`config.mk`:
```
export PLATFORM = sky130hd
export DESIGN_NAME = ring_output_arbiter
export DESIGN_NICKNAME = d
export VERILOG_FILES = /design/src/rtl/noc_pkg.sv /design/src/rtl/rr_arb2.sv /design/src/rtl/ring_output_arbiter.sv
export SDC_FILE = /design/constraint.sdc
export NUM_CORES = 1
export LEC_CHECK = 0
export CAP_MARGIN = 20
export CORE_ASPECT_RATIO = 0.75
export CORE_MARGIN = 1
export CORE_UTILIZATION = 49
export CTS_BUF_LIST = sky130_fd_sc_hd__clkbuf_2
export DETAILED_ROUTE_END_ITERATION = 10
export PLACE_DENSITY = 0.85
export SLEW_MARGIN = 0
export SYNTH_ARGS = -nofsm -noshare
export SYNTH_HDL_FRONTEND = slang
export SYNTH_SLANG_ARGS = --single-unit
```
`constraint.sdc`:
```
create_clock -name clk -period 4.41 [get_ports clk]
set_input_delay 0.882 -clock clk [delete_from_list [all_inputs] [get_ports clk]]
set_output_delay 0.882 -clock clk [all_outputs]
set_load 0.005 [all_outputs]
```
`src/rtl/noc_pkg.sv`:
```
// noc_pkg: packet field positions and hop helper shared by the ring router blocks.
package noc_pkg;
  localparam int PAC_WIDTH   = 64;
  localparam int VC_BIT      = 63;
  localparam int DIR_BIT     = 62;
  localparam int HOP_MSB     = 55;
  localparam int HOP_LSB     = 48;
  localparam int PAYLOAD_MSB = 47;
  // A packet that has already run out of hops stays at zero instead of wrapping.
  function automatic logic [7:0] hop_dec(input logic [7:0] hop);
    return (hop == 8'd0) ? 8'd0 : hop - 8'd1;
  endfunction
endpackage

```
`src/rtl/rr_arb2.sv`:
```
// rr_arb2: two-requester round-robin with one pointer per virtual channel.
// Ports: clk, reset (sync, active-high); req_i[0]=ring, req_i[1]=PE;
// vc_i selects which pointer arbitrates; gnt_o is one-hot or zero.
module rr_arb2 (
  input  logic       clk,
  input  logic       reset,
  input  logic [1:0] req_i,
  input  logic       vc_i,
  output logic [1:0] gnt_o
);
  logic [1:0] ptr_q, ptr_d;
  // Pointer names the favoured requester and flips to the loser only on contention.
  always_comb begin
    gnt_o[0] = req_i[0] & (~req_i[1] | ~ptr_q[vc_i]);
    gnt_o[1] = req_i[1] & (~req_i[0] | ptr_q[vc_i]);
    ptr_d = ptr_q;
    ptr_d[vc_i] = (&req_i) ? ~ptr_q[vc_i] : ptr_q[vc_i];
  end
  always_ff @(posedge clk) begin
    if (reset) ptr_q <= 2'b00;
    else ptr_q <= ptr_d;
  end
endmodule

```
`src/rtl/ring_output_arbiter.sv`:
```
// ring_output_arbiter: shares one ring output link between ring forwarding and PE injection.
// Ports: clk, reset (sync, active-high); polarity (0 = even cycle);
// ring_si/ring_di/ring_ri and pe_si/pe_di/pe_ri are the two requesters (ri = pop);
// out_so/out_ro/out_do is the output link; hop_err is sticky on a hop==0 ring packet.
module ring_output_arbiter #(
  parameter int PAC_WIDTH = noc_pkg::PAC_WIDTH,
  parameter int HOP_MSB   = noc_pkg::HOP_MSB,
  parameter int HOP_LSB   = noc_pkg::HOP_LSB
) (
  input  logic                 clk,
  input  logic                 reset,
  output logic                 polarity,
  input  logic                 ring_si,
  input  logic [PAC_WIDTH-1:0] ring_di,
  output logic                 ring_ri,
  input  logic                 pe_si,
  input  logic [PAC_WIDTH-1:0] pe_di,
  output logic                 pe_ri,
  output logic                 out_so,
  input  logic                 out_ro,
  output logic [PAC_WIDTH-1:0] out_do,
  output logic                 hop_err
);
  localparam int VC_BIT = PAC_WIDTH - 1;
  logic                 polarity_q, polarity_d;
  logic [1:0]           valid_q, valid_d;
  logic [PAC_WIDTH-1:0] obuf_q [2];
  logic [PAC_WIDTH-1:0] obuf_d [2];
  logic                 hop_err_q, hop_err_d;
  logic [1:0]           req, gnt;
  logic [PAC_WIDTH-1:0] ring_pkt, wr_pkt;
  logic                 p;
  assign p = polarity_q;
  // Only the entry matching this cycle's polarity can be filled; the other one drains.
  assign req[0] = ~reset & ring_si & (ring_di[VC_BIT] == p) & ~valid_q[p];
  assign req[1] = ~reset & pe_si & (pe_di[VC_BIT] == p) & ~valid_q[p];
  rr_arb2 u_arb (
    .clk   (clk),
    .reset (reset),
    .req_i (req),
    .vc_i  (p),
    .gnt_o (gnt)
  );
  assign ring_ri  = gnt[0];
  assign pe_ri    = gnt[1];
  assign polarity = polarity_q;
  assign out_so   = valid_q[~p];
  assign out_do   = obuf_q[~p];
  assign hop_err  = hop_err_q;
  always_comb begin
    ring_pkt = ring_di;
    ring_pkt[HOP_MSB:HOP_LSB] = noc_pkg::hop_dec(ring_di[HOP_MSB:HOP_LSB]);
    wr_pkt = gnt[1] ? pe_di : ring_pkt;
    polarity_d = ~polarity_q;
    valid_d = valid_q;
    obuf_d = obuf_q;
    if (out_so && out_ro) valid_d[~p] = 1'b0;
    if (|gnt) begin
      valid_d[p] = 1'b1;
      obuf_d[p] = wr_pkt;
    end
    hop_err_d = hop_err_q | (gnt[0] && ring_di[HOP_MSB:HOP_LSB] == '0);
  end
  always_ff @(posedge clk) begin
    if (reset) begin
      polarity_q <= 1'b0;
      valid_q    <= 2'b00;
      obuf_q     <= '{default: '0};
      hop_err_q  <= 1'b0;
    end else begin
      polarity_q <= polarity_d;
      valid_q    <= valid_d;
      obuf_q     <= obuf_d;
      hop_err_q  <= hop_err_d;
    end
  end
endmodule

```
# Word-level counts from Yosys, hierarchy flattened
# Index checks and enable logic that the tools add are counted.
[classes]
addsub = 1
n_lt_le_gt_ge = 7
n_eq_ne = 2
n_mux = 22
bitwise_logic = 22
n_reduce_logical = 8
[op_table]
columns = ["operator", "count"]
rows = [
  ["64-bit two-way mux", 5],
  ["128-bit bitwise mux", 1],
  ["64-bit demux with 1-bit select", 1],
  ["1-bit two-way mux", 9],
  ["1-bit bitwise AND", 8],
  ["8-bit logical NOT", 1],
  ["8-bit two-way mux", 1],
  ["8-bit by 1-bit subtractor with 8-bit output, second input constant", 1],
  ["1-bit inverter", 6],
  ["1-bit logical AND", 5],
  ["2-bit >= comparator, second input constant", 2],
  ["1-bit by 2-bit < comparator with 1-bit output, second input constant", 2],
  ["2-bit two-way mux", 2],
  ["1-bit inverter with 2-bit output", 2],
  ["1-bit bitwise OR", 3],
  ["2-bit bitwise AND", 1],
  ["2-bit bitwise mux", 1],
  ["1-bit demux with 1-bit select", 2],
  ["1-bit equality test", 2],
  ["1-bit >= comparator, second input constant", 2],
  ["2-bit by 1-bit < comparator with 1-bit output, second input constant", 1],
  ["2-bit inverter", 1],
  ["2-bit bitwise OR", 1],
  ["2-bit AND reduction", 1],
  ["2-bit OR reduction", 1],
]
[word_totals]
register_bits = 134
output_inout_bits = 69
wordCells = 68

# Longest topological paths before layout
# Gate-level depths: netlist of run 1.
[depth]
word_depth = 10
depth_mapped = 8
mapped_depth_nobuf = 7

# By module
# Synthesis of run 1 repeated with hierarchy kept, for this count alone.
[unflattened]
cells_unflattened = 649
hier_area_um2 = 6218.5
[modules_own_cells]
columns = ["module", "n_inst", "cells_each", "area_per_inst_um2"]
rows = [
  ["ring_output_arbiter", 1, 635, 6090.8],
  ["rr_arb2", 1, 14, 127.6],
]

# Worst setup path before layout of run 1
# OpenSTA, ideal clock, no wires.
[synth_path]
kind = "in2out"
from = "input port reset"
to = "output port pe_ri"
t_arrival_ns = 1.766
required_ns = 3.528
setup_slack_ns = 1.762
cell_stages = 6
cell_sequence = "clkbuf_1 -> nor2b_1 -> o21ai_1 -> o21ai_1 -> buf_4 -> inv_2"
[synth_between]
elab_chain_cells = 7
[synth_lines]
columns = ["element", "line_no", "text"]
rows = [
  ["start, declared", "ring_output_arbiter.sv:11", "input logic reset,"],
  ["1-bit inverter (*)", "ring_output_arbiter.sv:35, ring_output_arbiter.sv:36", ""],
  ["1-bit bitwise AND (3 in a row)", "ring_output_arbiter.sv:35", "assign req[0] = ~reset & ring_si & (ring_di[VC_BIT] == p) & ~valid_q[p];"],
  ["1-bit inverter", "rr_arb2.sv:15", "gnt_o[1] = req_i[1] & (~req_i[0] | ptr_q[vc_i]);"],
  ["1-bit bitwise OR", "rr_arb2.sv:15", ""],
  ["1-bit bitwise AND (*)", "rr_arb2.sv:15", ""],
  ["end, declared", "ring_output_arbiter.sv:18", "output logic pe_ri,"],
]
# Mark *: on every way between the ends. The rest lies on a longest branch, timed or not.

# Final worst setup path of run 1
[layout_path]
from = "register polarity_q (netlist: polarity)"
to = "output port out_do[7]"
[layout_between]
elab_chain_cells = 5
[layout_lines]
columns = ["element", "line_no", "text"]
rows = [
  ["start, declared", "ring_output_arbiter.sv:25", "logic polarity_q, polarity_d;"],
  ["start signal, assigned", "ring_output_arbiter.sv:71", "polarity_q <= polarity_d;"],
  ["1-bit inverter", "ring_output_arbiter.sv:48", "assign out_do = obuf_q[~p];"],
  ["1-bit inverter with 2-bit output", "ring_output_arbiter.sv:48", ""],
  ["64-bit two-way mux (not written as such) (3 in a row)", "ring_output_arbiter.sv:48", ""],
  ["end, declared", "ring_output_arbiter.sv:21", "output logic [PAC_WIDTH-1:0] out_do,"],
]
# No other way between the ends. The select of a mux whose other input is x is not followed.

==> metrics.md, run 1 <==
| Metric | Value |
|---|---|
| Mean instance size in the synthesized netlist | `9.635 um^2` |
| Count of final hold-check violations | `0` |
| Number of buffers inserted by post-CTS setup repair | `0` |
| Routed via count | `approximately 5400` |
| Drt first-iter violations | `236` |
| Reg2Reg Setup Slack | `~1.4 ns` |
| Die area | `12920 um^2` |
| Number of flip-flops and latches in the synthesized netlist | `134` |
| Fmax achieved | `0.2666 GHz` |
| Die Width | `130.9 um` |
| Count of maximum capacitance violations | `0` |
| Number of placement rows | `34` |
| CTS Root Cell | `sky130_fd_sc_hd__clkbuf_2` |
| Worst IR drop on VDD | `0.0001677 V` |
| GRT Overall Usage | `24.45%` |
| Slew Limit Headroom | `~29%` |
| Final routed DRC violation total | `0` |
| Core Footprint | `11870 um^2` |
| Yosys top cell area share | `43.92%` |
| Worst Setup End Kind | `output pin` |
| First-pass GRT wire length | `~25 mm` |
| Post-layout min period | `3.751 ns` |
| Main area contributors after synthesis | `sky130_fd_sc_hd__dfxtp_1 44%, sky130_fd_sc_hd__a211oi_1 14%, sky130_fd_sc_hd__mux2_2 13%` |
| Grt ovf | `0` |
| Share of synthesized flip-flops with an asynchronous set or reset | `0%` |
| Routed wire length | `roughly 15 mm` |
| Cell type with the highest aggregate area in the netlist | `sky130_fd_sc_hd__dfxtp_1` |
| Type of the most critical hold path | `flip-flop to flip-flop` |
| Req. time, crit path | `3.53 ns` |
| Clock-pin slew on the worst setup and hold paths | `0.18 ns` |
| IO Count | `~200` |
| Clock tree from TritonCTS | `built` |
| Layout-stage area growth over the synthesis result | `38.10%` |
| Total inserted antenna cells | `0` |
| Unique masters post-synth | `34` |
| Cell count after synthesis | `634` |
| Final setup vio count | `0` |
| Top Family by Delay on Critical Path | `buffers and inverters` |
| Cell with the biggest individual delay on the critical path | `sky130_fd_sc_hd__dfxtp_4` |
| Via density per instance | `5.470` |
| Antenna viol nets, final | `0` |
| Buf+Inv Stages, Crit Path | `2` |
| Max clock buf depth | `2` |
| Half-perimeter wire length after placement | `10.53 mm` |
| CP arrival | `approximately 2.9 ns` |
| Share of post-route cells with drive strength above 1 | `14.53%` |
| Sequential-to-total area share from yosys stat | `43.92%` |
| Cell area after placement | `8185 um^2` |
| Pin count of the biggest net entering global routing | `between 80 and 90` |
| Number of iterations in the first detailed-routing pass | `4` |
| Outcome | `finished clean` |
| Setup repair after global routing missed its margin | `no` |
| Weighted congestion reported at the end of routability-driven placement | `0.7774` |
| Area used by sequential logic in the layout | `about 2700 um^2` |
| Largest stage delay on the critical path | `0.81 ns` |
| WL per Instance | `15.78 um` |
| Die Y-Extent | `~99 um` |
| Number of CTS-inserted buffers | `17` |
| Most used DFF post-synth | `sky130_fd_sc_hd__dfxtp_1` |
| PostCTS Resize Cnt | `0` |
| Power density normalized to cell area | `312.4 nW/um^2` |
| Post-CTS Hold Fix Bufs | `0` |
| Initial Utilization | `51.47%` |
| Final period util | `85.05%` |
| Final clock skew | `approximately 0.035 ns` |
| Final Slew Violations | `0` |
| Clock Latency Late Sink | `0.67 ns` |
| Worst Path Class, Setup | `flip-flop to output pin` |
| Transition at the pin with the smallest max-transition slack | `1.062 ns` |
| Net total in the final layout | `940` |
| Critical path launch point type | `flip-flop` |
| Number of input and output port buffers inserted | `roughly 200` |
| Initial antenna violation count | `0` |
| Series of cell instances along the critical path | `buf_4 > mux2_2 > clkdlybuf4s50_1` |
| Worst-path fanout max | `between 40 and 50` |
| Number of clock sinks | `134` |
| Worst hold margin | `0.4950 ns` |
| Number of fill cells | `about 840` |
| Count of synthesis-stage warnings from yosys | `0` |
| CTS HTree Levels | `4` |
| Total nets after synthesis | `768` |
| Combined area of the multi-input logic cells | `3183 um^2` |
| Post-Layout Inst Area | `8436 um^2` |
| Post-Syn Area | `6108 um^2` |
| Number of global-route vias before repair | `between 5000 and 6000` |
| P_leak | `3.332 nW` |
| Number of enable flip-flop cells after synthesis | `0` |
| Setup Total Neg Slack | `0 ns` |
==> cell usage in the layout, fill, tap and decap left out, types with 2 or more instances in the layout <==
cell and n:
sky130_fd_sc_hd__nor3_1 4, sky130_fd_sc_hd__clkinv_2 5, sky130_fd_sc_hd__and3b_1 2, sky130_fd_sc_hd__mux2_2 68, sky130_fd_sc_hd__a21oi_4 2, sky130_fd_sc_hd__xnor2_1 3
sky130_fd_sc_hd__a311oi_1 4, sky130_fd_sc_hd__clkinvlp_4 2, sky130_fd_sc_hd__buf_4 7, sky130_fd_sc_hd__buf_12 2, sky130_fd_sc_hd__mux2i_1 61, sky130_fd_sc_hd__inv_1 4
sky130_fd_sc_hd__a211oi_1 114, sky130_fd_sc_hd__bufinv_16 3, sky130_fd_sc_hd__nand3b_1 4, sky130_fd_sc_hd__nor3b_1 2, sky130_fd_sc_hd__nor2b_1 3, sky130_fd_sc_hd__nand2_1 6
sky130_fd_sc_hd__dfxtp_1 133, sky130_fd_sc_hd__or3b_2 4, sky130_fd_sc_hd__nor2_1 128, sky130_fd_sc_hd__or3_1 3, sky130_fd_sc_hd__nand2b_1 3, sky130_fd_sc_hd__clkbuf_2 18
sky130_fd_sc_hd__a21oi_1 6, sky130_fd_sc_hd__clkdlybuf4s50_1 200, sky130_fd_sc_hd__clkinv_4 3, sky130_fd_sc_hd__o21ai_0 12
==> report_power, final <==
| group | internal [mW] | switching (mW) |
|---|---|---|
| Combinational | 0.311 | 0.226 |
| Clock | 0.313 | 0.447 |
| Sequential | 1.29 | 0.0490 |
| Total | 1.91 | 0.722 |
==> area by class of cell <==
class                   count  area share, %
multi-input cells         439          37.73
flip-flops and latches    134          31.85
repair buffers            209          24.83
well taps                 162          2.403
clock inverters            14          1.899
clock buffers              18          1.068
inverters                   5         0.2225
==> synth_stat cells, drive strengths merged (2+ instances only) <==
cell type and number:
a211oi 114, a21oi 8, a311oi 4, and3b 2, buf 30, clkbuf 26
dfxtp 134, inv 5, mux2 68, mux2i 61, nand2 6, nand2b 3
nand3b 4, nor2 128, nor2b 3, nor3 5, nor3b 2, o21ai 15
or3 3, or3b 4, xnor2 3
==> through the flow <==
| stage | instances | total power [mW] | setup WS (ns) | utilization, % |
|---|---|---|---|---|
| 4_1_cts | 981 | 2.661 | 0.5720 | 71.07 |
| 2_1_floorplan | 634 | 1.627 | 1.762 | - |
| 5_1_grt | 981 | 2.770 | 0.4727 | 71.07 |
| 3_3_place_gp | 949 | 1.873 | 0.8808 | 68.96 |
| 6_report | 981 | 2.635 | 0.6591 | 71.07 |
| 3_5_place_dp | 949 | 1.898 | 0.8885 | 68.96 |
==> final timing paths <==
kind / cells past startpoint / start / endpoint
hold / removal: 1 / obuf_q[127] / obuf_q[127]
setup / recovery: 3 / polarity / out_do[7]
hold reg to reg: 1 / obuf_q[127] / obuf_q[127]
setup reg to reg: 7 / polarity / obuf_q[44]
==> state kept, by name, indices dropped and copies added, names as in the netlist <==
register,cells
obuf_q,128
hop_err,1
valid_q,2
u_arb.ptr_q,2
polarity,1
==> cell families (layout without fill, tap and decap cells) <==
logic type                 after synthesis  in the layout  share of synthesized area, %
AOI/OAI and AO/OA                      145            145                         17.10
xor gates and xnor gates                 3              3                        0.4302
adders and majority gates                1              1                        0.2048
buffers and inverters                   61            246                         4.465
DFF                                    134            134                         43.92
muxes                                  129            129                         22.53
and+or+nand+nor                        161            161                         11.35
==> per-layer routing <==
| layer | vias up | track usage (%) | wire, um | share of wire (%) |
|---|---|---|---|---|
| li1 | 2664 | - | - | - |
| met1 | 2479 | 29.36 | 6799 | 44 |
| met2 | 199 | 42.04 | 7474 | 48 |
| met3 | 24 | 6.569 | 956 | 6.2 |
| met4 | 0 | 8.134 | 245 | 1.6 |
| met5 | - | 0 | 0 | 0 |
Note: power is estimated with default switching activity, not from simulation.
==> inputs of run 2 (changes only) <==
--- a/config.mk
+++ b/config.mk
@@ -11,6 +11,7 @@
 export CORE_UTILIZATION = 49
 export CTS_BUF_LIST = sky130_fd_sc_hd__clkbuf_2
 export DETAILED_ROUTE_END_ITERATION = 10
+export MAX_ROUTING_LAYER = met4
 export PLACE_DENSITY = 0.85
 export SLEW_MARGIN = 0
 export SYNTH_ARGS = -nofsm -noshare
==> run 2 against run 1 <==
  * Final cell count unchanged
  * Combinational power about the same
  * Core utilization unchanged
  * Maximum frequency up 0.58%
  * Largest cell class unchanged
  * Clock skew down 0.0040 ns
  * Count of clock-buffer cells in the layout unchanged
  * Sequential share of layout area unchanged
  * Global-route usage up 0.75 points
  * Worst hold slack about the same
  * Via count down 0.65%
==> metrics.md, run 2 (synthesis gave the netlist of run 1 again) <==
| Metric | Value |
|---|---|
| Outcome | `finished clean` |
| Top Family by Delay on Critical Path | `buffers and inverters` |
| Layout-stage area growth over the synthesis result | `38.10% (unchanged)` |
| Count of maximum capacitance violations | `0 (unchanged)` |
| End point of the worst hold path | `obuf_q[127]` |
| Reg2Reg Setup Slack | `1.40 ns (about the same)` |
| Number of input and output port buffers inserted | `201 (unchanged)` |
| Flip-flop count of the largest register, all copies and words added | `128 (unchanged)` |
| Number of placed cells counting well taps | `949 (unchanged)` |
| Series of cell instances along the critical path | `buf_4 > mux2_2 > clkdlybuf4s50_1` |
| Core Footprint | `11870 um^2 (unchanged)` |
| Count of final hold-check violations | `0 (unchanged)` |
| Relative contribution of sequential cells to total power | `50.8% (about the same)` |
| Share of total power in combinational logic | `20.3% (about the same)` |
| Die Width | `130.9 um (unchanged)` |
| Number of CTS-inserted buffers | `17 (unchanged)` |
| Relative contribution of the clock network to total power | `28.9% (about the same)` |
| GRT Overall Usage | `25.19% (+0.75 points)` |
| Worst Path Class, Setup | `flip-flop to output pin` |
| Cell-internal power | `1.914 mW (about the same)` |
| Req. time, crit path | `3.53 ns (about the same)` |
| Type of the most critical hold path | `flip-flop to flip-flop` |
| Biggest register | `obuf_q` |
| Setup repair after global routing missed its margin | `no` |
| Worst Setup End Kind | `output pin` |
| Commonest non-fill, non-tap cells in the layout | `200 x sky130_fd_sc_hd__clkdlybuf4s50_1, 133 x sky130_fd_sc_hd__dfxtp_1, 128 x sky130_fd_sc_hd__nor2_1, 114 x sky130_fd_sc_hd__a211oi_1, 68 x sky130_fd_sc_hd__mux2_2` |
| Clock tree from TritonCTS | `built` |
| Fraction of power spent switching nets | `27.39% (about the same)` |
| Post-CTS Hold Fix Bufs | `0 (unchanged)` |
| Reported net switching power | `0.7217 mW (about the same)` |
| Clock Latency Late Sink | `0.67 ns (about the same)` |
| Grt ovf | `0 (unchanged)` |
| WL per Instance | `15.75 um (-0.14%)` |
| Initial Utilization | `51.47% (unchanged)` |
| Final Instance Count excl. Fillers | `981 (unchanged)` |
| Cell with the biggest individual delay on the critical path | `sky130_fd_sc_hd__dfxtp_4` |
| IO Count | `202 (unchanged)` |
| Worst hold margin | `0.4952 ns (+0.0001160 ns)` |
| Reg2Reg Depth | `7 (unchanged)` |
| Setup Total Neg Slack | `0 ns (unchanged)` |
| Worst IR drop on VDD | `0.0001678 V (about the same)` |
| Largest stage delay on the critical path | `0.79 ns (-0.02 ns)` |
| Max clock buf depth | `2 (unchanged)` |
| Transition at the pin with the smallest max-transition slack | `1.068 ns (+0.005789 ns)` |
| Number of iterations in the first detailed-routing pass | `4 (unchanged)` |
| Final setup vio count | `0 (unchanged)` |
| Number of buffers inserted by post-CTS setup repair | `0 (unchanged)` |
| Final period util | `84.57% (-0.49 points)` |
| Reg2reg start | `polarity` |
| P_leak | `3.332 nW (unchanged)` |
| Cell depth of the worst hold path | `1 (unchanged)` |
| First-pass GRT wire length | `24.99 mm (+0.19%)` |
| Slew Limit Headroom | `28.82% (-0.39 points)` |
| Routed wire length | `15.46 mm (-0.14%)` |
| Beginning of the critical path | `polarity` |
| Via density per instance | `5.434 (-0.65%)` |
| Fmax achieved | `0.2681 GHz (+0.58%)` |
| Routed via count | `5331 (-0.65%)` |
| Antenna viol nets, final | `0 (unchanged)` |
| Number of clock sinks | `134 (unchanged)` |
| Post-layout min period | `3.729 ns (-0.02152 ns)` |
| Number of placement rows | `34 (unchanged)` |
| Final Slew Violations | `0 (unchanged)` |
| Buf+Inv Stages, Crit Path | `2 (unchanged)` |
| Die Y-Extent | `98.69 um (unchanged)` |
| Start point of the worst hold path | `obuf_q[127]` |
| Critical path launch point type | `flip-flop` |
| CP arrival | `2.85 ns (-0.02 ns)` |
| Net total in the final layout | `940 (unchanged)` |
| CTS Root Cell | `sky130_fd_sc_hd__clkbuf_2` |
| Final clock skew | `0.03100 ns (-0.004004 ns)` |
| Weighted congestion reported at the end of routability-driven placement | `0.7880 (+1.4%)` |
| Area used by sequential logic in the layout | `2686 um^2 (unchanged)` |
| Leading registers by flop count | `obuf_q x128, u_arb.ptr_q x2, valid_q x2` |
| Power density normalized to cell area | `312.4 nW/um^2 (about the same)` |
| Endpoint of the lowest-slack register-to-register path | `obuf_q[13]` |
| Initial antenna violation count | `0 (unchanged)` |
| Total inserted antenna cells | `0 (unchanged)` |
| Leading cell type in the layout, fill and taps excluded | `sky130_fd_sc_hd__clkdlybuf4s50_1` |
| Worst-path fanout max | `46 (unchanged)` |
| Final routed DRC violation total | `0 (unchanged)` |
| Share of post-route cells with drive strength above 1 | `14.53% (unchanged)` |
| Die area | `12920 um^2 (unchanged)` |
| Half-perimeter wire length after placement | `10.53 mm (unchanged)` |
| Pin count of the biggest net entering global routing | `82 (unchanged)` |
| PostCTS Resize Cnt | `0 (unchanged)` |
| CTS HTree Levels | `4 (unchanged)` |
| Number of fill cells | `843 (unchanged)` |
| Drt first-iter violations | `209 (-11%)` |
| Number of global-route vias before repair | `5346 (-0.19%)` |
| Clock-pin slew on the worst setup and hold paths | `0.18 ns (about the same)` |
| Combined area of the multi-input logic cells | `3183 um^2 (unchanged)` |
-- run 2: worst max-delay path by stage --
stage / depth (start not counted) / to
2_1_floorplan: 6 / pe_ri
3_3_place_gp: 6 / ring_ri
3_5_place_dp: 6 / ring_ri
4_1_cts: 3 / out_do[7]
5_1_grt: 3 / out_do[7]
6_report: 3 / out_do[7]
-- run 2: cell type report --
| class | count | share of cell area (%) |
|---|---|---|
| Timing Repair Buffer | 209 | 24.83 |
| Inverter | 5 | 0.2225 |
| Sequential cell | 134 | 31.85 |
| Clock buffer | 18 | 1.068 |
| Clock inverter | 14 | 1.899 |
| Multi-Input combinational cell | 439 | 37.73 |
| Tap cell | 162 | 2.403 |
-- run 2: power by group through the flow --
stage / Sequential (mW) / Combinational [mW] / Clock, mW
5_1_grt: 1.35 / 0.586 / 0.833
3_5_place_dp: 1.36 / 0.535 / 0
6_report: 1.34 / 0.536 / 0.761
3_3_place_gp: 1.36 / 0.518 / 0
2_1_floorplan: 1.34 / 0.286 / 0
4_1_cts: 1.34 / 0.539 / 0.784
-- run 2: through the flow --
step,cell area (um^2),worst slack [ns],utilization [%],power [mW]
floorplan,6108,1.762,-,1.627
global placement,8185,0.8808,68.96,1.873
detailed placement,8185,0.8885,68.96,1.898
CTS,8436,0.5720,71.07,2.661
global route,8436,0.4848,71.07,2.769
finish,8436,0.6806,71.07,2.635
-- run 2: worst register-to-register path: stages (launching register included) --
cell                       delay [ns]
sky130_fd_sc_hd__dfxtp_4         0.79
sky130_fd_sc_hd__and3b_1         0.26
sky130_fd_sc_hd__o21ai_1         0.08
sky130_fd_sc_hd__buf_4           0.19
sky130_fd_sc_hd__o21ai_4         0.17
sky130_fd_sc_hd__buf_4           0.84
sky130_fd_sc_hd__mux2i_1         0.45
sky130_fd_sc_hd__a211oi_1        0.12
-- run 2: metal layers --
metal / global-route usage [%] / wire length [um]
met5: - / 0
met4: 8.930 / 229
met3: 5.592 / 986
met2: 42.04 / 7582
met1: 29.67 / 6657
==> inputs of run 3 (changes only) <==
--- a/config.mk
+++ b/config.mk
@@ -8,11 +8,11 @@
 export CAP_MARGIN = 20
 export CORE_ASPECT_RATIO = 0.75
 export CORE_MARGIN = 1
-export CORE_UTILIZATION = 49
+export CORE_UTILIZATION = 48
 export CTS_BUF_LIST = sky130_fd_sc_hd__clkbuf_2
 export DETAILED_ROUTE_END_ITERATION = 10
 export MAX_ROUTING_LAYER = met4
-export PLACE_DENSITY = 0.85
+export PLACE_DENSITY = 0.83
 export SLEW_MARGIN = 0
 export SYNTH_ARGS = -nofsm -noshare
 export SYNTH_HDL_FRONTEND = slang
==> constraint.sdc (replaced) <==
create_clock -name clk -period 3.83 [get_ports clk]
set_input_delay 0.766 -clock clk [delete_from_list [all_inputs] [get_ports clk]]
set_output_delay 0.766 -clock clk [all_outputs]
set_load 0.005 [all_outputs]
==> run 3 against run 2 <==
  * Final area up 0.34%
  * Combinational power up 15%
  * Core utilization down 2.5 points
  * Via count up 1.6%
  * Sequential share of layout area down 0.11 points
  * First-iteration DRC count up 7.7%
  * Final cell count up 0.61%
  * Critical endpoint is now out_do[35]
  * Routed wire length up 2.9%
==> metrics.md, run 3 (synthesis gave the netlist of run 1 again) <==
| Metric | Value |
|---|---|
| Post-Layout Inst Area | `8464 um^2 (+0.34%)` |
| Reg2Reg Depth | `5 (-2)` |
| Outcome | `finished clean` |
| Die Y-Extent | `99.70 um (+1.0%)` |
| WL per Instance | `16.11 um (+2.3%)` |
| Die area | `13190 um^2 (+2.0%)` |
| Number of iterations in the first detailed-routing pass | `5 (+1)` |
| Cell with the biggest individual delay on the critical path | `sky130_fd_sc_hd__dfxtp_4` |
| Power density normalized to cell area | `367.6 nW/um^2 (+18%)` |
| Flip-flop count of the largest register, all copies and words added | `128 (unchanged)` |
| Count of maximum capacitance violations | `0 (unchanged)` |
| Half-perimeter wire length after placement | `10.62 mm (+0.93%)` |
| Share of post-route cells with drive strength above 1 | `14.63% (+0.10 points)` |
| Post-CTS Hold Fix Bufs | `0 (unchanged)` |
| Final period util | `a little over nine tenths` |
| Critical path capture point | `out_do[35]` |
| IO Count | `202 (unchanged)` |
| Setup repair after global routing missed its margin | `no` |
| Finished Core Util | `68.54% (-2.5 points)` |
| Cell area after placement | `8185 um^2 (unchanged)` |
| Final Instance Count excl. Fillers | `987 (+0.61%)` |
| Number of placement rows | `35 (+2.9%)` |
| Number of fill cells | `962 (+14%)` |
| Core Footprint | `12350 um^2 (+4.0%)` |
| Worst-path fanout max | `51 (+11%)` |
| Final clock skew | `0.03117 ns (+0.0001688 ns)` |
| P_leak | `3.347 nW (+0.43%)` |
| Initial Utilization | `49.46% (-2.0 points)` |
| Reg2Reg Setup Slack | `0.85 ns (-0.55 ns)` |
| Number of placed cells counting well taps | `954 (+0.53%)` |
| CTS HTree Levels | `4 (unchanged)` |
| Pin count of the biggest net entering global routing | `87 (+6.1%)` |
| Buf+Inv Stages, Crit Path | `2 (unchanged)` |
| Fmax achieved | `0.2764 GHz` |
| Clock Latency Late Sink | `0.64 ns (-0.03 ns)` |
| Leading registers by flop count | `obuf_q x128, u_arb.ptr_q x2, valid_q x2` |
| Count of final hold-check violations | `0 (unchanged)` |
| Worst Path Class, Setup | `flip-flop to output pin` |
| Endpoint of the lowest-slack register-to-register path | `obuf_q[70]` |
| Biggest register | `obuf_q` |
| Type of the most critical hold path | `flip-flop to flip-flop` |
| Stages on the worst setup path | `3 (unchanged)` |
| CTS Root Cell | `sky130_fd_sc_hd__clkbuf_2` |
| Post-Place Setup Slack | `0.5150 ns (-0.3735 ns)` |
| PostCTS Resize Cnt | `0 (unchanged)` |
| Weighted congestion reported at the end of routability-driven placement | `0.8221 (+4.3%)` |
| First-pass GRT wire length | `25.47 mm (+1.9%)` |
| Number of buffers inserted by post-CTS setup repair | `0 (unchanged)` |
| PnR worst setup slack | `0.2120 ns (-0.4687 ns)` |
| Commonest non-fill, non-tap cells in the layout | `200 x sky130_fd_sc_hd__clkdlybuf4s50_1, 133 x sky130_fd_sc_hd__dfxtp_1, 128 x sky130_fd_sc_hd__nor2_1, 114 x sky130_fd_sc_hd__a211oi_1, 68 x sky130_fd_sc_hd__mux2_2` |
| Net total in the final layout | `941 (+0.11%)` |
| Worst IR drop on VDD | `0.0002289 V (+36%)` |
| Antenna viol nets, final | `0 (unchanged)` |
| Largest stage delay on the critical path | `0.83 ns (+0.04 ns)` |
| Final setup vio count | `0 (unchanged)` |
| Final Slew Violations | `0 (unchanged)` |
| Transition at the pin with the smallest max-transition slack | `1.090 ns (+0.02207 ns)` |
| Die Width | `132.3 um (+1.0%)` |
| Layout-stage area growth over the synthesis result | `38.57%` |
| Routed wire length | `15.90 mm (+2.9%)` |
| CP arrival | `2.85 ns (about the same)` |
| Slew Limit Headroom | `27.35% (-1.5 points)` |
| Series of cell instances along the critical path | `buf_4 > mux2_2 > clkdlybuf4s50_1` |
| Clock tree from TritonCTS | `built` |
| Initial antenna violation count | `1 (+1)` |
| Routed via count | `5418 (+1.6%)` |
| Drt first-iter violations | `225 (+7.7%)` |
| Number of CTS-inserted buffers | `17 (unchanged)` |
| Number of input and output port buffers inserted | `201 (unchanged)` |
| Top Family by Delay on Critical Path | `buffers and inverters` |
| Number of global-route vias before repair | `5347 (+0.019%)` |
| Reg2reg start | `polarity` |
| Beginning of the critical path | `polarity` |
| Setup Total Neg Slack | `0 ns (unchanged)` |
| Critical path launch point type | `flip-flop` |
| Post-layout min period | `3.618 ns` |
| Final routed DRC violation total | `0 (unchanged)` |
| Number of clock sinks | `134 (unchanged)` |
| Via density per instance | `5.489 (+1.0%)` |
| Clock-pin slew on the worst setup and hold paths | `0.17 ns (about the same)` |
| Req. time, crit path | `3.06 ns (-0.47 ns)` |
| Leading cell type in the layout, fill and taps excluded | `sky130_fd_sc_hd__clkdlybuf4s50_1` |
| GRT Overall Usage | `25.05% (-0.14 points)` |
| Grt ovf | `0 (unchanged)` |
| Worst Setup End Kind | `output pin` |
| Max clock buf depth | `2 (unchanged)` |
run 3: layout make-up:
class	count	area, um^2	share of cell area (%)
Antenna cell	1	2.502	0.02956
Clock buffer	20	100.1	1.183
Clock inverter	12	176.4	2.084
Inverter	5	18.77	0.2217
Multi-Input combinational cell	439	3183	37.61
Sequential cell	134	2686	31.74
Tap cell	166	207.7	2.454
Timing Repair Buffer	210	2090	24.69
run 3: worst reg2reg max path: stages (launching register included):
cell,delay (ns)
sky130_fd_sc_hd__dfxtp_4,0.83
sky130_fd_sc_hd__mux2_2,0.45
sky130_fd_sc_hd__o21ai_4,0.14
sky130_fd_sc_hd__buf_4,0.86
sky130_fd_sc_hd__mux2i_1,0.25
sky130_fd_sc_hd__a211oi_1,0.38
run 3: how the worst min path moves through the flow:
stage / from / to / slack, ns / cells past startpoint
floorplan: obuf_q[63] / obuf_q[63] / 0.44 / 2
global placement: obuf_q[63] / obuf_q[63] / 0.45 / 2
detailed placement: obuf_q[63] / obuf_q[63] / 0.46 / 2
CTS: obuf_q[63] / obuf_q[63] / 0.49 / 2
global route: reset / hop_err / 0.51 / 2
finish: obuf_q[63] / obuf_q[63] / 0.49 / 2
run 3: power by group:
group	internal, mW	switching, mW
logic	0.357	0.258
clock network	0.438	0.517
registers	1.49	0.0564
run 3: stage by stage:
step	total power [mW]	hold WS, ns
final	3.112	0.4871
after global routing	3.265	0.5128
after CTS	3.137	0.4949
after detailed placement	2.184	0.4571
after global placement	2.159	0.4462
after floorplan	1.874	0.4363
run 3: routing by layer:
layer | share of wire (%) | track usage [%] | wire length (um) | up-vias
met1 | 46 | 29.58 | 7275 | 2531
met2 | 47 | 41.47 | 7485 | 186
met5 | 0 | - | 0 | -
met4 | 1.7 | 8.753 | 269 | 0
li1 | - | - | - | 2671
met3 | 5.5 | 6.626 | 872 | 30
